$ cat src/rtl/adder_arb_pkg.sv
// rtl/adder_arb_pkg.sv - shared types and constants for adder_arbiter (saturation under ADDER_ARB_SAT_EN)
package adder_arb_pkg;

    typedef enum logic {
        IDLE = 1'b0,
        FULL = 1'b1
    } state_t;

    localparam int DEF_DW   = 16;
    localparam int DEF_NREQ = 3;

    // Saturation limits at the default width; the top stretches them to DW.
    localparam logic [DEF_DW-1:0] SAT_POS = 16'h7FFF;
    localparam logic [DEF_DW-1:0] SAT_NEG = 16'h8000;

endpackage

$ cat src/rtl/rr_arbiter.sv
// rtl/rr_arbiter.sv - round-robin one-hot grant, search starts after ptr and wraps
module rr_arbiter #(
    parameter int NREQ = 3
) (
    input  logic [NREQ-1:0] req,
    input  logic [1:0]      ptr,
    output logic [NREQ-1:0] grant
);

    logic       found;
    logic [1:0] idx;

    always_comb begin
        grant = '0;
        found = 1'b0;
        idx   = '0;
        for (int k = 1; k <= NREQ; k++) begin
            idx = 2'((int'(ptr) + k) % NREQ);
            if (!found && req[idx]) begin
                grant[idx] = 1'b1;
                found      = 1'b1;
            end
        end
    end

endmodule

$ cat src/rtl/adder_arbiter.sv
// rtl/adder_arbiter.sv - shared add/sub unit with round-robin requesters and one result register (ADDER_ARB_SAT_EN: saturate on overflow)
module adder_arbiter
    import adder_arb_pkg::*;
#(
    parameter int NREQ = DEF_NREQ,
    parameter int DW   = DEF_DW
) (
    input  logic             clk,
    input  logic             rst,
    input  logic [NREQ-1:0]  req_valid,
    input  logic [NREQ-1:0]  req_mode,
    input  logic [NREQ*DW-1:0] req_a,
    input  logic [NREQ*DW-1:0] req_b,
    output logic [NREQ-1:0]  req_ready,
    output logic             rsp_valid,
    input  logic             rsp_ready,
    output logic [1:0]       rsp_id,
    output logic [DW-1:0]    rsp_sum,
    output logic             rsp_n,
    output logic             rsp_v,
    output logic             rsp_z
);

    state_t          state;
    logic [1:0]      ptr;
    logic [NREQ-1:0] grant;
    logic            can_accept;
    logic            transfer;

    logic [DW-1:0]   a_sel;
    logic [DW-1:0]   b_sel;
    logic            mode_sel;
    logic [1:0]      gidx;
    logic [DW-1:0]   b_eff;
    logic [DW-1:0]   sum_raw;
    logic [DW-1:0]   sum_res;
    logic            ovf;

    rr_arbiter #(.NREQ(NREQ)) u_rr (
        .req   (req_valid),
        .ptr   (ptr),
        .grant (grant)
    );

    // A held result blocks new grants unless it is being drained this cycle.
    assign can_accept = (state == IDLE) || rsp_ready;
    assign req_ready  = (can_accept && !rst) ? grant : '0;
    assign transfer   = |req_ready;
    assign rsp_valid  = (state == FULL);

    always_comb begin
        a_sel    = '0;
        b_sel    = '0;
        mode_sel = 1'b0;
        gidx     = '0;
        for (int i = 0; i < NREQ; i++) begin
            if (req_ready[i]) begin
                a_sel    = req_a[i*DW +: DW];
                b_sel    = req_b[i*DW +: DW];
                mode_sel = req_mode[i];
                gidx     = 2'(i);
            end
        end
    end

    // Subtract folds into the adder as A + ~B + 1; overflow compares A with the effective B.
    assign b_eff   = mode_sel ? ~b_sel : b_sel;
    assign sum_raw = a_sel + b_eff + DW'(mode_sel);
    assign ovf     = (a_sel[DW-1] == b_eff[DW-1]) && (sum_raw[DW-1] != a_sel[DW-1]);

`ifdef ADDER_ARB_SAT_EN
    localparam logic [DW-1:0] SAT_POS_W = {SAT_POS[DEF_DW-1], {(DW-1){SAT_POS[0]}}};
    localparam logic [DW-1:0] SAT_NEG_W = {SAT_NEG[DEF_DW-1], {(DW-1){SAT_NEG[0]}}};
    assign sum_res = ovf ? (a_sel[DW-1] ? SAT_NEG_W : SAT_POS_W) : sum_raw;
`else
    assign sum_res = sum_raw;
`endif

    always_ff @(posedge clk) begin
        if (rst) begin
            state   <= IDLE;
            ptr     <= 2'(NREQ - 1);
            rsp_id  <= '0;
            rsp_sum <= '0;
            rsp_n   <= 1'b0;
            rsp_v   <= 1'b0;
            rsp_z   <= 1'b0;
        end else if (transfer) begin
            state   <= FULL;
            ptr     <= gidx;
            rsp_id  <= gidx;
            rsp_sum <= sum_res;
            rsp_n   <= sum_res[DW-1];
            rsp_v   <= ovf;
            rsp_z   <= (sum_res == '0);
        end else if (rsp_ready) begin
            state <= IDLE;
        end
    end

endmodule

$ cat config.mk
export PLATFORM = sky130hd
export DESIGN_NAME = adder_arbiter
export DESIGN_NICKNAME = d
export VERILOG_FILES = /design/src/rtl/adder_arb_pkg.sv /design/src/rtl/rr_arbiter.sv /design/src/rtl/adder_arbiter.sv
export SDC_FILE = /design/constraint.sdc
export NUM_CORES = 1
export LEC_CHECK = 0
export CORE_MARGIN = 4
export CORE_UTILIZATION = 43
export CTS_BUF_LIST = sky130_fd_sc_hd__clkbuf_2
export CTS_CLUSTER_SIZE = 24
export DETAILED_ROUTE_END_ITERATION = 8
export PLACE_DENSITY = 0.84
export SYNTH_ARGS = -nofsm -noshare
export SYNTH_HDL_FRONTEND = slang
export SYNTH_HIERARCHICAL = 1
export SYNTH_SLANG_ARGS = --single-unit
$ cat constraint.sdc
create_clock -name clk -period 5.8 [get_ports clk]
set_input_delay 0.58 -clock clk [delete_from_list [all_inputs] [get_ports clk]]
set_output_delay 0.58 -clock clk [all_outputs]
set_load 0.005 [all_outputs]
### After elaboration in Yosys (flattened, before gate mapping)

Index checks and enable logic that the tools add are counted.
Widths: inputs -> output; s select.

| cells by class | value |
|---|---|
| add/sub/neg operators | 5 |
| multipliers | 0 |
| divide/modulo/power cells | 3 |
| magnitude comparators | 6 |
| eq/ne operators | 2 |
| shifts and indexed selects | 0 |
| multiplexer cells | 32 |
| bitwise logic cells | 4 |
| reductions and logical operators | 14 |

Operators by type and width:

| operator | number |
|---|---|
| $mux 16 | 7 |
| $mod 32x3->32 const B | 3 |
| $add 16x1->16 | 1 |
| $add 16x16->16 | 1 |
| $logic_not 16->1 | 1 |
| $not 16->16 | 1 |
| $mux 1 | 14 |
| $mux 3 | 4 |
| $lt 2x3->1 const B | 3 |
| $logic_and 1x1->1 | 7 |
| $add 2x2->3 const B | 2 |
| $bmux 1 s2 | 3 |
| $demux 1 s2 | 3 |
| $ge 2x1->1 const B | 3 |
| $or 3x3->3 | 2 |
| $add 2x1->3 const B | 1 |
| $logic_not 1->1 | 3 |
| $reduce_or 3->1 | 1 |
| $mux 2 | 1 |
| $reduce_bool 2->1 | 1 |
| $eq 1x1->1 | 1 |
| $logic_or 1x1->1 | 1 |
| $ne 1x1->1 | 1 |
| $not 1->1 | 1 |

| word-level totals | value |
|---|---|
| bits in registers | 24 |
| latch bits | 0 |
| bits in writable memories | 0 |
| ROM bits | 0 |
| output and inout bits | 25 |
| memories kept | 0 |

### Depth between registers and ports, before layout

| logic depth | value |
|---|---|
| depth after elaboration | 21 |
| gate-level depth with buffers | 25 |

### Modules after synthesis

The synthesis kept the hierarchy.

Modules (own cells, without submodules):

| module | times used | cells each | area each (sq um) |
|---|---|---|---|
| adder_arbiter | 1 | 354 | 2565.0 |
| rr_arbiter | 1 | 32 | 227.7 |

### Least setup slack after synthesis

OpenSTA, ideal clock, no wires.

| timing | value |
|---|---|
| path kind | reg2reg |
| from | register, netlist name rsp_id[0] |
| to | register rsp_z |
| library setup time | 59 ps |
| data arrival time | 4858 ps |
| data required time | 5741 ps |
| path slack | 882 ps |
| stages on the path, launching flop included | 23 |
| cells stage by stage | dfxtp_1 -> inv_1 -> ha_1 -> buf_6 -> mux2i_1 -> o21ai_0 -> a32oi_1 -> o21ai_1 -> nor4b_2 -> clkbuf_1 -> buf_1 -> buf_1 -> a221oi_1 -> nor2_1 -> ha_1 -> nand2b_1 -> a21oi_1 -> o311a_1 -> o2111a_1 -> or4_4 -> a22oi_1 -> nand4b_1 -> nand2_1 |

RTL lines:

| what | RTL line | RTL |
|---|---|---|
| end signal, assigned | adder_arbiter.sv:95 | `rsp_z <= (sum_res == '0);` |
| end, declared | adder_arbiter.sv:21 | `output logic rsp_z` |

==> flow_summary.json <==
{
  "status": "complete, no violations",
  "synthDistinctLibCells": 67,
  "r2r-end": "rsp_z$_SDFFE_PP0P_",
  "path_cells": "inv_1 > ha_1 > mux2i_1 > nand2_1 > a21oi_1 > o21a_1 > and3_4 > nor2b_1 > buf_4 > a32o_1 > a21oi_1 > xnor2_1 > ha_1 > o21ai_2 > a21oi_1 > o311a_1 > o2111a_1 > or4_4 > a22oi_1 > nand4b_1 > nand2_1",
  "endpoint_kind": "flip-flop",
  "power_uw": 2829,
  "seq_power_share_pct": 8.1,
  "nets": 624,
  "startpoint_type": "flip-flop",
  "avgViaCountPerCell": 5.958,
  "port_buffers": 129,
  "power.internal_uw": 1305,
  "power.leakage_uw": 0.001618,
  "ir_drop_uv": 354.5,
  "yosysSeqAreaShare_pct": 15.77,
  "ys.flop_type": "dfxtp_1",
  "cp.required_ps": 6070,
  "clkSinkCount": 22,
  "cts_hold_buf": 0,
  "worstHoldEndpoint": "rsp_sum[14]$_SDFFE_PP0P_",
  "worst-path-max-fanout": 19,
  "grt_max_degree": 35,
  "cp_data_arrival_time_ps": 5600,
  "cp-startpoint": "rsp_id[0]$_SDFFE_PP0P_",
  "power.density_nw_per_um2": 684.5,
  "skew_ps": 2.728,
  "async_flop_share_pct": 0,
  "first_global_vias": 3341,
  "cts_tree": "built",
  "cap_viol_max_count": 0,
  "hold_violations": 0,
  "vias": 3426,
  "path_clk_slew_ps": 170,
  "worst-r2r-setup-slack_ps": 470,
  "hpwl_mm": 7.677,
  "htreeDepth": 1,
  "synthAdderAreaFrac_pct": 8.781,
  "syn_nets": 510,
  "max_freq_mhz": 187.8,
  "dieWidth_um": 88.59,
  "postRouteAntennaNets": 0,
  "fp.dieArea_um2": 7848,
  "post_cts_buffers": 0,
  "core_um2": 6314,
  "critPathKind": "flip-flop to flip-flop",
  "cts_resized": 0,
  "synth_warnings": 6,
  "row_count": 29,
  "cts_buffers": 3,
  "final_common_cell": "clkdlybuf4s50_1",
  "wl_per_cell_um": 16.01,
  "post-route-period-util_pct": 91.83,
  "initial_core_util_pct": 44.23,
  "drv_slew": 0,
  "drt_wl_total_mm": 9.204,
  "hold_path_startpoint": "rsp_sum[14]$_SDFFE_PP0P_",
  "grt_pass1_wl_mm": 14.64,
  "synthXorXnorAreaFrac_pct": 6.900,
  "insertion_delay_ps": 310,
  "synth_cells": 386,
  "p_sw_share_pct": 53.88,
  "synth_top_family_by_area": "compound AO/OA/AOI/OAI gates",
  "yosys.area_share.simple_pct": 24.33,
  "antenna_cells": 0,
  "synth_edf_count": 0,
  "rsz0062_at_grt": "false",
  "reg2reg_depth": 21,
  "p_clk_share_pct": 1.9,
  "critPathMaxStageDelay_ps": 490,
  "crit_top_cell": "a21oi_1",
  "gr-total-overflow": 0,
  "gp_congestion": 0.9865,
  "boundaryPins": 130,
  "final_cell_mix": "129 x clkdlybuf4s50_1, 49 x nor2_1, 44 x a21oi_1",
  "relSlewSlack_pct": 62.92,
  "slowest_stage": "or4_4",
  "worst_pin_slew_ps": 552.5,
  "finalSetupViolations": 0,
  "synth.avg_cell_area_um2": 7.235,
  "cts_max_path_buffers": 2,
  "period_needed_ps": 5326,
  "drt-initial-drc-count": 193,
  "combPwrFrac_pct": 90.0,
  "synth-compound-area-share_pct": 35.30,
  "post-route-drc-count": 0,
  "layout-drive-gt1-share_pct": 5.221,
  "synthMuxAreaShare_pct": 2.554,
  "root_buffer": "clkbuf_2",
  "setup_tns_ps": 0,
  "worstReg2RegStart": "rsp_id[0]$_SDFFE_PP0P_",
  "die_h_um": 88.59,
  "p_sw_uw": 1524,
  "globalRouteTotalUtil_pct": 22.88,
  "antenna_found_initial": 0,
  "syn_area_um2": 2793,
  "synth_seq_cells": 22,
  "min_path_type": "flip-flop to flip-flop",
  "first_pass_iters": 5,
  "syn2layout_area_growth_pct": 47.98,
  "hold_path_depth": 2
}
cell usage after synthesis (6+ instances only):
cell type  number  area share [%]
a221oi_1       15             4.7
nand2b_1        7             1.6
dfxtp_1        22              16
mux2i_1         6             2.2
o21ai_0        10             1.8
nor2b_1         8             1.8
nor2_1         49             6.6
inv_1           9             1.2
clkbuf_1       16             2.2
ha_1           18             8.1
a32o_1         13             4.7
nand2_1        38             5.1
nand3_1         7             1.3
xnor2_1        17             5.3
a21oi_1        44             7.9
area by class of cell:
cell class                      instances  area, um2
Inverter                               11      41.29
Tap cell                               77      96.34
Timing Repair Buffer                  137       1351
Fill cell                             567       2181
Multi-Input combinational cell        325       2188
Sequential cell                        22      440.4
Clock buffer                            3      15.01
registers in the layout (all words and copies together) (netlist names):
name and flops:
ptr 1, rsp_id 2, rsp_sum 16, rsp_v 1, rsp_valid 1, rsp_z 1
power by group through the flow:
stage	logic [uW]	clock network [uW]	registers (uW)
2_1_floorplan	1890	0	233
3_3_place_gp	2440	0	232
3_5_place_dp	2490	0	234
4_1_cts	2510	56.2	230
5_1_grt	2820	62.9	234
6_report	2550	54.2	229
metrics by stage:
| step | setup WS, ps | hold slack [ps] | instance area [um2] | instances | utilization, % |
|---|---|---|---|---|---|
| detailed placement | 542.8 | 447.7 | 4118 | 572 | 65.22 |
| floorplan | 882.4 | 445.9 | 2793 | 386 | - |
| global route | 16.25 | 488.2 | 4133 | 575 | 65.46 |
| finish | 474.0 | 468.7 | 4133 | 575 | 65.46 |
| CTS | 554.8 | 468.7 | 4133 | 575 | 65.46 |
| global placement | 683.8 | 444.5 | 4118 | 572 | 65.22 |
metal layers:
layer | up-vias | wire length (um) | global-route usage, %
met3 | 21 | 677 | 2.700
met1 | 1574 | 3761 | 27.81
met5 | - | 0 | 0
met2 | 166 | 4573 | 41.74
met4 | 0 | 192 | 7.280
li1 | 1665 | - | -
worst max-delay path by stage:
stage                              end  slack (ps)
finish              rsp_z$_SDFFE_PP0P_         470
global route        rsp_z$_SDFFE_PP0P_          20
CTS                 rsp_z$_SDFFE_PP0P_         550
global placement    rsp_z$_SDFFE_PP0P_         680
detailed placement  rsp_z$_SDFFE_PP0P_         540
floorplan           rsp_z$_SDFFE_PP0P_         880
cell families (layout without fill, tap and decap cells):
family	after synthesis	after routing
AND/OR/NAND/NOR	140	140
AO/OA/AOI/OAI	137	137
buffers and inverters	39	151
XOR/XNOR	22	22
flip-flops	22	22
adder cells (fa/ha/maj)	19	19
multiplexers	7	7
critical path: cells and delay by family, from the launching register on:
family          cells  cell delay [ps]
compound gates      9             1870
flops               1              440
fa+ha+maj           2              790
simple gates        6             1410
xor+xnor            1              150
mux                 1              280
buf+inv             2              320
No activity file was read; power rests on OpenSTA's default activity.
